[src/rtl/bus_incr_pkg.sv]
// Shared definitions for the enable-gated myBus data-lane counter.
package bus_incr_pkg;
   localparam int DATA_WIDTH_DEF = 8;
   typedef logic [DATA_WIDTH_DEF-1:0] data_t;
   localparam data_t DATA_MAX = '1;
endpackage

[src/rtl/bus_incr_core.sv]
// Width-parameterised counter register with incrementer and carry-derived wrap pulse.
module bus_incr_core
   import bus_incr_pkg::*;
#(
   parameter int DATA_WIDTH = DATA_WIDTH_DEF,
   parameter bit WRAP_EN    = 1'b1
) (
   input  logic                  clk,
   input  logic                  rst_n,
   input  logic                  enable,
   output logic [DATA_WIDTH-1:0] data,
   output logic                  wrap
);

   logic [DATA_WIDTH:0]   sum;
   logic [DATA_WIDTH-1:0] next_data;

   // Adding enable (rather than branching on it) lets an X on enable poison
   // the whole sum in simulation; masking then folds the clear into one path.
   assign sum       = {1'b0, data} + {{DATA_WIDTH{1'b0}}, enable};
   assign next_data = sum[DATA_WIDTH-1:0] & {DATA_WIDTH{enable}};

   always_ff @(posedge clk or negedge rst_n) begin
      if (!rst_n) begin
         data <= '0;
      end else begin
         data <= next_data;
      end
   end

   generate
      if (WRAP_EN) begin : g_wrap
         always_ff @(posedge clk or negedge rst_n) begin
            if (!rst_n) begin
               wrap <= 1'b0;
            end else begin
               wrap <= sum[DATA_WIDTH] & enable;
            end
         end
      end else begin : g_no_wrap
         assign wrap = 1'b0;
      end
   endgenerate

endmodule

[src/rtl/bus_incr_counter.sv]
// Slave end of myBus: clk/enable in and data out follow the DUT modport; rst_n and wrap are side ports.
module bus_incr_counter
   import bus_incr_pkg::*;
#(
   parameter int DATA_WIDTH = DATA_WIDTH_DEF,
   parameter bit WRAP_EN    = 1'b1
) (
   input  logic                  clk,
   input  logic                  rst_n,
   input  logic                  enable,
   output logic [DATA_WIDTH-1:0] data,
   output logic                  wrap
);

   bus_incr_core #(
      .DATA_WIDTH (DATA_WIDTH),
      .WRAP_EN    (WRAP_EN)
   ) u_core (
      .clk    (clk),
      .rst_n  (rst_n),
      .enable (enable),
      .data   (data),
      .wrap   (wrap)
   );

endmodule

[config.mk]
export PLATFORM = sky130hd
export DESIGN_NAME = bus_incr_counter
export DESIGN_NICKNAME = d
export VERILOG_FILES = /design/src/rtl/bus_incr_pkg.sv /design/src/rtl/bus_incr_core.sv /design/src/rtl/bus_incr_counter.sv
export SDC_FILE = /design/constraint.sdc
export NUM_CORES = 1
export LEC_CHECK = 0
export ABC_AREA = 1
export BUFFER_PORTS_ARGS = -buffer_cell sky130_fd_sc_hd__buf_2
export CAP_MARGIN = 20
export CORE_MARGIN = 8
export CORE_UTILIZATION = 30
export DETAILED_ROUTE_END_ITERATION = 12
export GPL_ROUTABILITY_DRIVEN = 0
export MAX_ROUTING_LAYER = met4
export PLACE_DENSITY_LB_ADDON = 0.2
export SETUP_SLACK_MARGIN = 0.15
export SYNTH_ARGS = -nofsm -noshare
export SYNTH_HDL_FRONTEND = slang
export SYNTH_SLANG_ARGS = --single-unit
export TNS_END_PERCENT = 10
[constraint.sdc]
create_clock -name clk -period 1.5 [get_ports clk]
set_input_delay 0.075 -clock clk [delete_from_list [all_inputs] [get_ports clk]]
set_output_delay 0.075 -clock clk [all_outputs]
set_load 0.02 [all_outputs]
==> qor.txt <==
status: finished clean
initial antenna violation count: 0
nature of the critical path startpoint: flop
# IOs: 12
Max Fanout on Critical Path: 3
die area: 0.00298 sq mm
I/O Buffers: 11
PwrDens: 872 mW/mm^2
Core Rows: 14
Seq pwr share: 0.530
Post-CTS Setup Bufs: 0
internal power: 0.000362 W
clock buffer count from CTS: 3
max_cap viols: 0
clock share of power: 0.393
worst min path class: input port to flop
Sw Ratio: 0.242
final wirelength: 872 um
Die Span Y: 54.6 um
maximum VDD drop: 0.382 mV
fin crit share: 0.797
via count: 343
Relative slew margins: 0.854
count of pins over their slew limit: 0
final setup margin: 304 ps
synth-to-layout area growth: 22.4%
gr usage total: 0.0748
Sink Count: 9
grt ovf: 0
Worst setup EP type: flop
Reg clk slew, reported paths: 60 ps
total DRC errors in the routed layout: 0
cell total after placement: 76
CTS tree: yes
core area: 0.00145 sq mm
fin nets: 70
# diodes: 0
post-route ant nets: 0
Syn Inst Count: 50
Min-Delay Startpoint: enable
# fillers: 159
WP data required: 1690 ps
Synth Cell Area: 447 sq um
power share of the combinational group: 0.077
final hold vios: 0
CP startpoint: u_core.data[0]
non-filler cells in the finished layout: 81
Iter 0 DRT Violations: 8
share of post-route cells with drive strength above 1: 0.277
Netlist cell types: 14
Via density: 4.23
post-cts resize count: 0
Fin Setup TNS: 0 ps
Initial Util: 0.307
CTS Buffer Depth: 2
pre-CTS setup slack: 305 ps
Worst EP arrival: 1390 ps
vias in the first global route: 332
clk_lat worst skew: 260 ps
largest net degree at the start of global routing: 10
P_sw: 0.000115 W
sequential-to-total area share from yosys stat: 0.504
minimum clock period: 1200 ps
Synth Register Bits: 9
RSZ-0062 raised after global routing: false
first-pass GRT wire length: 1480 um
Final Skew: 3.64 ps
Synthesis Warnings: 0
root buffer cell: clkbuf_4
First-pass DRT Iterations: 4
Avg Cell Area, Syn: 8.93 sq um
Worst-Margin Slew: 219 ps
Max Fclk: 836 MHz
leak pwr: 0.339 nW
Crit Reg-Reg Startpoint: u_core.data[0]
Detailed Place HPWL: 670 um
Crit Path Category: flop to flop
Die W: 54.6 um
wire length per cell: 10.8 um
final setup fails: 0
syn nets: 54
H-tree levels: 1
[synth_stat cells]
| master | number | share of area |
|---|---|---|
| dfrtp_1 | 9 | 0.50 |
| ha_1 | 1 | 0.028 |
| nand2_4 | 2 | 0.050 |
| o21a_1 | 1 | 0.017 |
| inv_1 | 6 | 0.050 |
| nor2_8 | 1 | 0.045 |
| buf_6 | 1 | 0.025 |
| nor2_4 | 1 | 0.025 |
| o21ai_1 | 1 | 0.011 |
| nor2_1 | 10 | 0.084 |
| o21ai_0 | 1 | 0.011 |
| nand2_1 | 11 | 0.092 |
| a21oi_1 | 3 | 0.034 |
| nand3_1 | 2 | 0.022 |
[timing repair]
action,in CTS,in global routing
hold endpoints to repair,9,0
endpoints found under the setup margin,0,0
hold buffers,1,0
[flip-flops by register name, indices dropped and copies added (netlist names)]
register / flops
u_core.wrap: 1
u_core.data: 8
[power by group through the flow]
stage	Sequential, W	Combinational (W)	Clock, W
6_report	0.000253	0.0000368	0.000188
5_1_grt	0.000253	0.0000407	0.000222
3_5_place_dp	0.000257	0.0000356	0
4_1_cts	0.000253	0.0000378	0.000198
2_1_floorplan	0.000263	0.0000176	0
3_3_place_gp	0.000257	0.0000361	0
[stage by stage]
stage	cell area (sq um)	hold slack [ps]	power [W]	utilization
global placement	510	-55.8	0.000293	0.351
CTS	547	107	0.000489	0.376
detailed placement	510	-56.2	0.000293	0.351
finish	547	115	0.000477	0.376
floorplan	447	-221	0.000281	-
global route	547	99.4	0.000516	0.376
[metal layers]
metal  routed length [um]  global-route usage  up-vias
met5                    0                   -        -
met4                   19              0.0615        0
met3                   49              0.0326        2
met2                  381               0.102        7
met1                  420              0.0818      150
li1                     -                   -      184
[final cells by class]
class / instances / area [sq um] / share of cell area
clock buffer: 4 / 26.3 / 0.0481
inverter: 6 / 22.5 / 0.0412
multi-input combinational: 34 / 188 / 0.343
sequential: 9 / 225 / 0.412
tap: 16 / 20.0 / 0.0366
timing repair buffer: 12 / 65.1 / 0.119
[path summary, 6_finish.rpt]
kind | cells after the start | endpoint | slack, ps
worst max-delay path | 8 | u_core.data[6] | 300
min in group asynchronous | 2 | u_core.data[3] | 190
worst max register to register | 8 | u_core.data[6] | 300
worst min register to register | 1 | u_core.data[0] | 500
worst min-delay path | 3 | u_core.data[1] | 120
max in group asynchronous | 2 | u_core.data[7] | 1120
[layout by cell type (no fill, tap or decap)]
master and instances:
buf_2 11, nand2_4 2, inv_1 6, dlygate4sd3_1 1, nor2_1 10, nor2_4 1
dfrtp_1 9, a21oi_1 3, nand2_1 11, o21a_1 1, nor2_8 1, nand3_1 2
clkbuf_4 3, o21ai_1 1, ha_1 1, clkbuf_1 1, o21ai_0 1
[kinds of logic after synthesis]
kind of cell,after synthesis,synth area share
adders and majority gates,1,0.0280
and+or+nand+nor,27,0.319
DFF,9,0.504
AOI/OAI and AO/OA,6,0.0728
buffers and inverters,7,0.0756
[critical path, stage by stage (launching register included)]
cell,delay [ps]
dfrtp_1,410
nand2_4,110
inv_1,50
ha_1,180
nand2_1,100
inv_1,60
nand2_1,80
nand2_1,50
nor2_1,90
No activity file was read; power rests on OpenSTA's default activity.
